===== config.mk =====
export PLATFORM = sky130hd
export DESIGN_NAME = fifo_pack_upsizer_flat
export DESIGN_NICKNAME = d
export VERILOG_FILES = /design/src/rtl/fifo_pack_upsizer_if.sv /design/src/rtl/fifo_pack_upsizer.sv /design/src/flat_wrapper.sv
export SDC_FILE = /design/constraint.sdc
export NUM_CORES = 1
export LEC_CHECK = 0
export ABC_AREA = 1
export ABC_CLOCK_PERIOD_IN_PS = 1620
export CAP_MARGIN = 20
export CORE_AREA = 2 2 74 76
export DETAILED_ROUTE_END_ITERATION = 10
export DIE_AREA = 0 0 76 78
export PLACE_DENSITY = 0.87
export SYNTH_ARGS = -nofsm -noshare
export SYNTH_HDL_FRONTEND = slang
export SYNTH_SLANG_ARGS = --single-unit

===== constraint.sdc =====
create_clock -name clk -period 1.62 [get_ports clk]
set_input_delay 0.324 -clock clk [delete_from_list [all_inputs] [get_ports clk]]
set_output_delay 0.324 -clock clk [all_outputs]
set_load 0.01 [all_outputs]

===== src/rtl/fifo_pack_upsizer_if.sv =====
// FIFO-read-port and wide-word handshake bundle for the beat packer.
// flush_i exists only when FIFO_PACK_FLUSH_EN is defined.
interface fifo_pack_upsizer_if #(
   parameter int DATA_WIDTH = 8,
   parameter int PACK_RATIO = 4,
   parameter int CNT_WIDTH  = $clog2(PACK_RATIO)
);
   logic                           empty_i;
   logic [DATA_WIDTH-1:0]          rdata_i;
   logic                           ren_o;
   logic                           out_valid_o;
   logic                           out_ready_i;
   logic [DATA_WIDTH*PACK_RATIO-1:0] out_data_o;
   logic [PACK_RATIO-1:0]          out_keep_o;
   logic [CNT_WIDTH-1:0]           lane_cnt_o;
`ifdef FIFO_PACK_FLUSH_EN
   logic                           flush_i;
`endif

   modport master (
      output empty_i, rdata_i, out_ready_i,
`ifdef FIFO_PACK_FLUSH_EN
      output flush_i,
`endif
      input  ren_o, out_valid_o, out_data_o,
      input  out_keep_o, lane_cnt_o
   );

   modport slave (
      input  empty_i, rdata_i, out_ready_i,
`ifdef FIFO_PACK_FLUSH_EN
      input  flush_i,
`endif
      output ren_o, out_valid_o, out_data_o,
      output out_keep_o, lane_cnt_o
   );
endinterface


===== src/rtl/fifo_pack_upsizer.sv =====
// Packs PACK_RATIO narrow FWFT FIFO beats into one wide valid/ready word.
// Optional partial-word flush: define FIFO_PACK_FLUSH_EN.
module fifo_pack_upsizer #(
   parameter int DATA_WIDTH = 8,
   parameter int PACK_RATIO = 4,
   parameter int CNT_WIDTH  = $clog2(PACK_RATIO)
) (
   input logic clk,
   input logic rst_n,
   fifo_pack_upsizer_if.slave bus
);
   localparam int OW = DATA_WIDTH * PACK_RATIO;
   localparam int LW = DATA_WIDTH * (PACK_RATIO - 1);
   localparam logic [CNT_WIDTH-1:0] LAST = CNT_WIDTH'(PACK_RATIO - 1);

   logic [LW-1:0]         lanes;
   logic [CNT_WIDTH-1:0]  lane_cnt;
   logic [OW-1:0]         out_data;
   logic [PACK_RATIO-1:0] out_keep;
   logic                  out_valid;
   logic                  flush_pend;
   logic                  flush_emit;
   logic [OW-1:0]         flush_data;
   logic [PACK_RATIO-1:0] flush_keep;
   logic                  out_free;
   logic                  last;
   logic                  ren;
   logic                  load;
   logic                  xfer;

   assign out_free = !out_valid || bus.out_ready_i;
   assign last     = lane_cnt == LAST;
   assign ren      = !bus.empty_i && !(last && !out_free) && !flush_pend;
   assign load     = ren && last;
   assign xfer     = out_valid && bus.out_ready_i;

`ifdef FIFO_PACK_FLUSH_EN
   logic [CNT_WIDTH-1:0] cnt_after;

   // occupancy after this edge's pop decides whether a flush is needed
   assign cnt_after  = ren ? (last ? '0 : lane_cnt + CNT_WIDTH'(1))
                           : lane_cnt;
   assign flush_emit = flush_pend && out_free;

   always_comb begin
      flush_data = '0;
      flush_keep = '0;
      for (int k = 0; k < PACK_RATIO - 1; k++) begin
         if (CNT_WIDTH'(k) < lane_cnt) begin
            flush_data[k*DATA_WIDTH +: DATA_WIDTH] =
               lanes[k*DATA_WIDTH +: DATA_WIDTH];
            flush_keep[k] = 1'b1;
         end
      end
   end

   always_ff @(posedge clk or negedge rst_n) begin
      if (!rst_n) begin
         flush_pend <= 1'b0;
      end else if (flush_emit) begin
         flush_pend <= 1'b0;
      end else if (bus.flush_i && cnt_after != '0) begin
         flush_pend <= 1'b1;
      end
   end
`else
   assign flush_pend = 1'b0;
   assign flush_emit = 1'b0;
   assign flush_data = '0;
   assign flush_keep = '0;
`endif

   always_ff @(posedge clk or negedge rst_n) begin
      if (!rst_n) begin
         lanes     <= '0;
         lane_cnt  <= '0;
         out_data  <= '0;
         out_keep  <= '0;
         out_valid <= 1'b0;
      end else begin
         // the completing beat goes straight to the output register
         if (load) begin
            out_data  <= {bus.rdata_i, lanes};
            out_keep  <= '1;
            out_valid <= 1'b1;
         end else if (flush_emit) begin
            out_data  <= flush_data;
            out_keep  <= flush_keep;
            out_valid <= 1'b1;
         end else if (xfer) begin
            out_valid <= 1'b0;
         end

         if (ren && !last) begin
            for (int k = 0; k < PACK_RATIO - 1; k++) begin
               if (lane_cnt == CNT_WIDTH'(k)) begin
                  lanes[k*DATA_WIDTH +: DATA_WIDTH] <= bus.rdata_i;
               end
            end
            lane_cnt <= lane_cnt + CNT_WIDTH'(1);
         end else if (load || flush_emit) begin
            lane_cnt <= '0;
         end
      end
   end

   assign bus.ren_o       = ren;
   assign bus.out_valid_o = out_valid;
   assign bus.out_data_o  = out_data;
   assign bus.out_keep_o  = out_keep;
   assign bus.lane_cnt_o  = lane_cnt;
endmodule


===== src/flat_wrapper.sv =====
// flat-port wrapper written by rule: the top's interface ports become plain ports
module fifo_pack_upsizer_flat 
#(
   parameter int DATA_WIDTH = 8,
   parameter int PACK_RATIO = 4,
   parameter int CNT_WIDTH  = $clog2(PACK_RATIO)
)
  (clk, rst_n, bus_empty_i, bus_rdata_i, bus_out_ready_i, bus_ren_o, bus_out_valid_o, bus_out_data_o, bus_out_keep_o, bus_lane_cnt_o);
  fifo_pack_upsizer_if #(.DATA_WIDTH(DATA_WIDTH), .PACK_RATIO(PACK_RATIO), .CNT_WIDTH(CNT_WIDTH)) bus_i ();
  input logic clk;
  input logic rst_n;
  input wire logic [$bits(bus_i.empty_i)-1:0] bus_empty_i;
  input wire logic [$bits(bus_i.rdata_i)-1:0] bus_rdata_i;
  input wire logic [$bits(bus_i.out_ready_i)-1:0] bus_out_ready_i;
  output wire logic [$bits(bus_i.ren_o)-1:0] bus_ren_o;
  output wire logic [$bits(bus_i.out_valid_o)-1:0] bus_out_valid_o;
  output wire logic [$bits(bus_i.out_data_o)-1:0] bus_out_data_o;
  output wire logic [$bits(bus_i.out_keep_o)-1:0] bus_out_keep_o;
  output wire logic [$bits(bus_i.lane_cnt_o)-1:0] bus_lane_cnt_o;
  assign bus_i.empty_i = bus_empty_i;
  assign bus_i.rdata_i = bus_rdata_i;
  assign bus_i.out_ready_i = bus_out_ready_i;
  assign bus_ren_o = bus_i.ren_o;
  assign bus_out_valid_o = bus_i.out_valid_o;
  assign bus_out_data_o = bus_i.out_data_o;
  assign bus_out_keep_o = bus_i.out_keep_o;
  assign bus_lane_cnt_o = bus_i.lane_cnt_o;
  fifo_pack_upsizer #(.DATA_WIDTH(DATA_WIDTH), .PACK_RATIO(PACK_RATIO), .CNT_WIDTH(CNT_WIDTH)) u_core (.clk(clk), .rst_n(rst_n), .bus(bus_i));
endmodule

# Word level (Yosys, flattened, before mapping)
# Index checks and enable logic that the tools add are counted.
dict set report classes {
  n_reduce_logical 17
  multipliers 0
  eq_ne 3
  addsub 1
  n_div 0
  order_cmp 0
  n_mux 4
  n_shift 0
  bitwise_logic 0
}
# op n
set ops {}
lappend ops {{AND reduction 2 bit} 3}
lappend ops {{logical AND 1 bit} 5}
lappend ops {{logical NOT 1 bit} 5}
lappend ops {{== test 2 bit (second input constant)} 2}
lappend ops {{2-to-1 mux 2 bit} 2}
lappend ops {{nonzero test 2 bit} 2}
lappend ops {{adder 2 x 1 -> 2 bit (second input constant)} 1}
lappend ops {{== test 2 x 1 -> 1 bit (second input constant)} 1}
lappend ops {{logical NOT 2 bit} 1}
lappend ops {{2-to-1 mux 1 bit} 2}
lappend ops {{logical OR 1 bit} 1}
dict set report totals {
  wordCells 32
  latchBits 0
  mem_bits_rw 0
  input_bits 12
  out_inout_bits 40
  ff_bits 60
  n_memories 0
  romBits 0
}

# Longest topological paths before layout
# Gate-level depths: netlist (run 1).
dict set report logic_depth {
  depth_word 9
  ltp_mapped 7
  mapped_depth_nobuf 5
}

# Worst setup path before layout (run 1)
# OpenSTA, ideal clock, no wires.
dict set report synth_path {
  kind {reg-to-reg}
  startpoint {register u_core.lane_cnt[0] (netlist: u_core.bus.lane_cnt_o[0])}
  endpoint {register u_core.lanes[5]}
  path_stages_with_launch 8
  t_arrival_ns 1.293
  required_ns 1.501
  path_buffers 2
  synth_period_minus_slack_ns 1.412
  setup_ns 0.119
  path_slack_ns 0.208
  path_cell_list {dfrtp_1 ha_1 buf_6 nor2_8 nand2_4 buf_6 nand2_1 o21ai_2}
}
dict set report synth_between {
  elab_chain_cells 6
  elab_cells_between_ends 8
  cone_classes {eq/ne: 1; reduce/logical: 7}
}
# element line
set synth_lines {}
lappend synth_lines {{from (decl)} fifo_pack_upsizer.sv:17} ;# logic [CNT_WIDTH-1:0] lane_cnt;
lappend synth_lines {{from (signal assigned)} fifo_pack_upsizer.sv:100} ;# lane_cnt <= lane_cnt + CNT_WIDTH'(1);
lappend synth_lines {{== test 2 bit} fifo_pack_upsizer.sv:32} ;# assign last = lane_cnt == LAST;
lappend synth_lines {{logical AND 1 bit} fifo_pack_upsizer.sv:33} ;# assign ren = !bus.empty_i && !(last && !out_free) && !flush_pend;
lappend synth_lines {{logical NOT 1 bit} fifo_pack_upsizer.sv:33}
lappend synth_lines {{logical AND 1 bit} fifo_pack_upsizer.sv:33}
lappend synth_lines {{logical AND 1 bit} fifo_pack_upsizer.sv:94} ;# if (ren && !last) begin
lappend synth_lines {{AND reduction 2 bit (no line) (*)} --}
lappend synth_lines {{to (signal, indexed assignment)} fifo_pack_upsizer.sv:97} ;# lanes[k*DATA_WIDTH +: DATA_WIDTH] <= bus.rdata_i;
lappend synth_lines {{to (decl)} fifo_pack_upsizer.sv:16} ;# logic [LW-1:0] lanes;
# Mark *: on every way between the ends. The rest lies on a longest branch, timed or not.
# A chain may end at the register's enable or synchronous reset.

# Worst setup path in the final report (run 1)
dict set report layout_path {
  startpoint {register u_core.out_data[1] (netlist: u_core.bus.out_data_o[1])}
  endpoint {output port bus_out_data_o[1]}
}
# element line
set layout_rtl {}
lappend layout_rtl {{from (decl)} fifo_pack_upsizer.sv:18} ;# logic [OW-1:0] out_data;
lappend layout_rtl {{from (signal assigned)} fifo_pack_upsizer.sv:83} ;# out_data <= {bus.rdata_i, lanes};
lappend layout_rtl {{from (signal assigned)} fifo_pack_upsizer.sv:87} ;# out_data <= flush_data;
lappend layout_rtl {{to (decl)} flat_wrapper.sv:17} ;# output wire logic [$bits(bus_i.out_data_o)-1:0] bus_out_data_o;
# No word-level cell between the ends.

==> results of run 1 <==
==> layer usage <==
metal	up-vias	share of wire	GRT usage
met5	-	0	0
met4	0	0.019	0.107
met3	10	0.055	0.0430
met2	62	0.47	0.314
met1	942	0.45	0.269
li1	954	-	-
==> flip-flops by register name, summed over array words and instances, names as in the netlist <==
signal                  cells
u_core.bus.out_data_o      32
u_core.lanes               24
u_core.bus.lane_cnt_o       2
u_core.bus.out_keep_o       1
u_core.bus.out_valid_o      1
==> how the worst max path moves through the flow <==
stage / endpoint / cells past startpoint / from
6_report: bus_out_data_o[1] / 1 / u_core.bus.out_data_o[1]$_DFFE_PN0P_
3_3_place_gp: bus_ren_o / 5 / bus_empty_i
3_5_place_dp: bus_ren_o / 5 / bus_empty_i
5_1_grt: u_core.lanes[4]$_DFFE_PN0P_ / 6 / u_core.bus.lane_cnt_o[0]$_DFFE_PN0P_
2_1_floorplan: u_core.lanes[5]$_DFFE_PN0P_ / 7 / u_core.bus.lane_cnt_o[0]$_DFFE_PN0P_
4_1_cts: bus_out_data_o[0] / 1 / u_core.bus.out_data_o[0]$_DFFE_PN0P_
==> timing repair <==
action	4_1_cts	5_1_grt
endpoints found under the setup margin	7	2
resized for setup	11	1
pin swaps	0	0
buffers inserted	0	0
hold buffers	1	0
hold endpoints to repair	60	0
==> cells by family after synthesis <==
kind of cell | count (synthesis)
DFF | 60
adders and majority gates | 4
buffers and inverters | 33
and+or+nand+nor | 136
AOI/OAI and AO/OA | 24
==> cell usage in the layout (no fill, tap or decap), drive strengths merged <==
master / netlist / layout
dlygate4sd3: 0 / 1
clkinvlp: 0 / 1
nand2: 101 / 101
dlygate4sd2: 0 / 6
nor2: 1 / 1
clkinv: 0 / 3
clkdlybuf4s50: 0 / 42
nand3: 2 / 2
buf: 17 / 13
o21ai: 24 / 24
dfrtp: 60 / 60
inv: 14 / 14
ha: 4 / 4
clkbuf: 2 / 12
dlymetal6s2s: 0 / 1
nand4: 32 / 32
==> cell type report <==
type | instances | area share
clock inverter | 4 | 0.00681
sequential | 60 | 0.454
clock buffer | 12 | 0.0499
timing repair buffer | 63 | 0.189
tap | 70 | 0.0265
inverter | 14 | 0.0159
multi-input combinational | 164 | 0.258
==> report_power, final <==
group,internal [mW],switching [mW],total [mW]
sequential,2.16,0.361,2.52
clock,0.671,0.561,1.23
combinational,1.13,1.14,2.27
==> per-stage QoR <==
stage | util | hold WS, ns | worst slack [ns] | instances | cell area (µm²)
after CTS | 0.656 | 0.477 | 0.0282 | 387 | 3310
after global routing | 0.656 | 0.489 | -0.00287 | 387 | 3310
after floorplan | - | 0.0284 | 0.208 | 257 | 2550
after global placement | 0.619 | 0.346 | -0.304 | 370 | 3120
after detailed placement | 0.619 | 0.350 | -0.304 | 370 | 3120
final | 0.656 | 0.473 | 0.0379 | 387 | 3310
==> impl_metrics.csv, run 1 <==
group,metric,value,unit
outcome,outcome,"finished, final reports clean",
synthesis,async_flop_share,1.00,
grt,first_global_vias,1941,
sta,slew_viol_final,0,
sta,setup_tns,0,ns
sta,tightest_slew,0.410,ns
synthesis,synth_edf_count,0,
sta,min_period,1.58,ns
setup_path,slowest_delay,0.55,ns
placement,io_buffers,51,
sta,maxSlewHeadroom,0.727,
setup_path,crit_slowest_cell,"clkdlybuf4s50_1",
synthesis,muxShareOfSynthArea,0,
setup_path,worstReg2RegEnd,"u_core.lanes[4]$_DFFE_PN0P_",
floorplan,die_area,0.00593,mm²
setup_path,crit_family,"buffers and inverters",
hold_path,hold_start,"u_core.bus.out_data_o[5]$_DFFE_PN0P_",
synthesis,synthSimpleGateAreaFrac,0.253,
clock_tree,cts_tree,"built",
detailed_routing,wl,5.34,mm
setup_path,cp-start-kind,"flop",
synthesis,yosysMostFrequentCell,"nand2_1",
setup_path,reg2reg_slack,0.08,ns
floorplan,die_w,76,µm
clock_tree,htree_levels,3,
power_and_ir_drop,p_total,6.02,mW
grt,grtUsageTotal,0.202,
grt,antenna_found_initial,0,
synthesis,synth_area,0.00255,mm²
clock_tree,numCtsBuffers,9,
finish,antennaDiodeCount,0,
detailed_routing,viasPerCell,5.09,
floorplan,io_pins,52,
synthesis,synth_common_cells,"nand2_1 (98), dfrtp_1 (60), nand4_1 (32)",
job,cap_violations,0,
setup_path,required,1.30,ns
synthesis,synth_area_leaders,"dfrtp_1 (59%), nand2_1 (14%), nand4_1 (7.9%), o21ai_2 (3.4%), buf_6 (3.1%)",
setup_path,critPathKind,"flop to output pin",
setup_path,endpoint_kind,"output pin",
sta,hold_viol_final,0,
grt,grt_pass1_wl,9.21,mm
clock_tree,clkSinkCount,60,
sta,max_freq,0.632,GHz
synthesis,synth.largest_area_cell,"dfrtp_1",
clock_tree,path_clk_slew,0.06,ns
sta,rsz0062_at_grt,"yes",
hold_path,whs_path_depth,2,
detailed_routing,drt-initial-drc-count,177,
floorplan,die_h,78,µm
synthesis,synth_compound_area_frac,0.0618,
detailed_routing,dr.pass1.iters,4,
synthesis,synth_cells,257,
finish,nets,328,
setup_path,cp_max_fo,2,
sta,fin_skew,0.00707,ns
synthesis,synth_cell_type_count,16,
floorplan,coreArea,0.00504,mm²
finish,area_growth,29.8,%
synthesis,syn_nets,273,
synthesis,ys_ff_latch,60,
synthesis,synth_xor_area_frac,0,
power_and_ir_drop,power_leakage,1.67,nW
finish,drive_gt1_frac,0.145,
floorplan,start_util,0.506,
detailed_routing,wl_per_cell,13.8,µm
synthesis,ys_seq_area_frac,0.589,
synthesis,yosysWarnings,0,
hold_path,hold_end,"u_core.bus.out_data_o[5]$_DFFE_PN0P_",
synthesis,synth_fa_ha_area_frac,0.0196,
clock_tree,clkLatencyLatePin,0.33,ns
setup_path,path_buf_inv,1,
floorplan,fp-row-count,26,
finish,multi_input_area,855,µm²
setup_path,r2r_start,"u_core.bus.lane_cnt_o[0]$_DFFE_PN0P_",
detailed_routing,vias,1968,
grt,grt_max_degree,61,
hold_path,hold_class,"flop to flop",
sta,setup_viol,0,
setup_path,worstPathArrival,1.26,ns
detailed_routing,drc,0,
setup_path,path_cells,"clkdlybuf4s50_1",
placement,gp_congestion,0.765,
synthesis,synth_top_area_frac,0.589,
synthesis,syn_avg_cell_area,9.92,µm²
grt,grt-ovfl-total,0,
clock_tree,cts-root-buf,"clkbuf_8",
power_and_ir_drop,ir_drop,1.07,mV
finish,fillerInstances,414,
synthesis,synth_top_family_by_area,"simple AND/OR/NAND/NOR gates",
detailed_routing,ant_nets,0,
placement,place_hpwl,3.52,mm
synthesis,synthFlopType,"dfrtp_1",
sta,final.period_utilization,0.977,
power_and_ir_drop,power_density,1820,mW/mm²
clock_tree,cts_max_path_buffers,2,
finish,final-seq-area,0.00150,mm²
setup_path,rr_worst_depth,6,
No activity file was read; power rests on OpenSTA's default activity.
==> run 2: changes to the inputs <==
- ABC_CLOCK_PERIOD_IN_PS: 1620 -> 1480
- clock period: 1.62 -> 1.48 ns (I/O delays scaled with it)
==> impl_metrics.csv, run 2 (same netlist as run 1, synthesis figures left out) <==
group,metric,value,unit
setup_path,rr_worst_depth,6,
setup_path,cp-start-kind,"primary input",
power_and_ir_drop,ir_drop,1.14,mV
hold_path,whs_path_depth,2,
clock_tree,cts_max_path_buffers,2,
placement,placed_area,0.00311,mm²
setup_path,path_cells,"clkdlybuf4s50_1 > inv_2 > nand2_2 > inv_1 > buf_2",
setup_path,crit_slowest_cell,"clkdlybuf4s50_1",
clock_tree,path_clk_slew,0.06,ns
setup_path,critPathKind,"primary input to output pin",
finish,largest_reg_flops,32,
clock_tree,cts-root-buf,"clkbuf_8",
sta,max_freq,0.664,GHz
placement,io_buffers,51,
detailed_routing,wl,5.60,mm
setup_path,crit_path_start,"bus_empty_i",
setup_path,r2r_start,"u_core.bus.lane_cnt_o[1]$_DFFE_PN0P_",
setup_path,slowest_delay,0.60,ns
grt,grtUsageTotal,0.204,
setup_path,endpoint_kind,"output pin",
floorplan,coreArea,0.00504,mm²
sta,setup_slack,-0.0255,ns
finish,area_growth,28.5,%
detailed_routing,dr.pass1.iters,4,
outcome,outcome,"complete, but fails checks",
sta,hold-worst-slack,0.464,ns
clock_tree,cts_tree,"built",
hold_path,hold_class,"flop to flop",
grt,grt-ovfl-total,0,
detailed_routing,drt-initial-drc-count,169,
setup_path,required,1.18,ns
finish,final_cell_mix,"nand2_1 (97), dfrtp_1 (60), dlygate4sd2_1 (39)",
detailed_routing,vias,2001,
job,cap_violations,0,
finish,fillerInstances,415,
detailed_routing,ant_nets,0,
detailed_routing,viasPerCell,5.17,
sta,setup_viol,13,
sta,hold_viol_final,0,
power_and_ir_drop,power_leakage,1.76,nW
finish,layout_commonest_cell,"nand2_1",
finish,drive_gt1_frac,0.148,
sta,slew_viol_final,0,
floorplan,die_area,0.00593,mm²
detailed_routing,wl_per_cell,14.5,µm
floorplan,fp-row-count,26,
clock_tree,cts_setup_buffers,0,
sta,tightest_slew,0.356,ns
grt,first_global_vias,1975,
clock_tree,htree_levels,3,
finish,antennaDiodeCount,0,
sta,min_period,1.51,ns
finish,final_core_util,0.650,
floorplan,die_w,76,µm
finish,nets,329,
placement,place_hpwl,3.67,mm
sta,rsz0062_at_grt,"yes",
clock_tree,clkSinkCount,60,
sta,setup_tns,-0.114,ns
detailed_routing,drc,0,
clock_tree,clkLatencyLatePin,0.33,ns
finish,design_area,0.00328,mm²
sta,maxSlewHeadroom,0.763,
outcome,violations,"setup timing",
floorplan,start_util,0.506,
sta,fin_skew,0.00596,ns
placement,gp_congestion,0.791,
setup_path,cp_max_fo,2,
grt,grt_max_degree,61,
hold_path,hold_start,"u_core.bus.out_data_o[8]$_DFFE_PN0P_",
setup_path,worstPathArrival,1.21,ns
floorplan,io_pins,52,
power_and_ir_drop,power_density,1950,mW/mm²
grt,grt_pass1_wl,9.35,mm
clock_tree,numCtsBuffers,9,
floorplan,die_h,78,µm
sta,final.period_utilization,1.02,
grt,antenna_found_initial,0,
-- run 2: worst paths after layout --
kind	endpoint	slack, ns
worst max-delay path	bus_ren_o	-0.03
worst min-delay path	u_core.bus.out_data_o[8]$_DFFE_PN0P_	0.46
worst max register to register	u_core.lanes[0]$_DFFE_PN0P_	-0.01
worst min register to register	u_core.bus.out_data_o[8]$_DFFE_PN0P_	0.46
max in group asynchronous	u_core.bus.out_data_o[22]$_DFFE_PN0P_	0.74
min in group asynchronous	u_core.bus.out_data_o[29]$_DFFE_PN0P_	0.48
-- run 2: cell type report --
cell class / instances / area [µm²] / share of cell area
clock buffer: 14 / 183 / 0.0557
tap: 70 / 87.6 / 0.0267
timing repair buffer: 64 / 577 / 0.176
sequential: 60 / 1500 / 0.458
clock inverter: 1 / 5.00 / 0.00153
multi-input combinational: 164 / 871 / 0.266
inverter: 14 / 52.6 / 0.0160
-- run 2: metal layers --
layer	global-route usage	routed length, µm
met3	0.0593	404
met5	0	0
met2	0.333	2690
met1	0.251	2340
met4	0.100	161
-- run 2: what timing repair did --
| item | 4_1_cts | 5_1_grt |
|---|---|---|
| pin swaps | 0 | 3 |
| resized for setup | 43 | 4 |
| endpoints found under the setup margin | 40 | 45 |
| endpoints found under the hold margin | 60 | 0 |
| hold buffers | 1 | 0 |
-- run 2: stage by stage --
stage | instances | worst slack [ns] | power, mW
after floorplan | 257 | 0.0679 | 4.09
after global placement | 371 | -0.376 | 5.17
after detailed placement | 371 | -0.378 | 5.31
after CTS | 387 | -0.145 | 6.41
after global routing | 387 | -0.0833 | 6.82
final | 387 | -0.0255 | 6.39
-- run 2: worst max-delay path, delay by kind of cell --
family                 cells  cell delay [ns]
and+or+nand+nor            1             0.07
buffers and inverters      4             0.84
-- run 2: where the power goes --
group	switching (mW)	internal (mW)
Sequential	0.391	2.36
Combinational	1.29	0.976
Clock	0.590	0.779
==> run 3: changes to the inputs <==
- CAP_MARGIN: 20 -> default
==> results of run 3 <==
The final DEF is identical to that of run 2; final timing and power are the same.
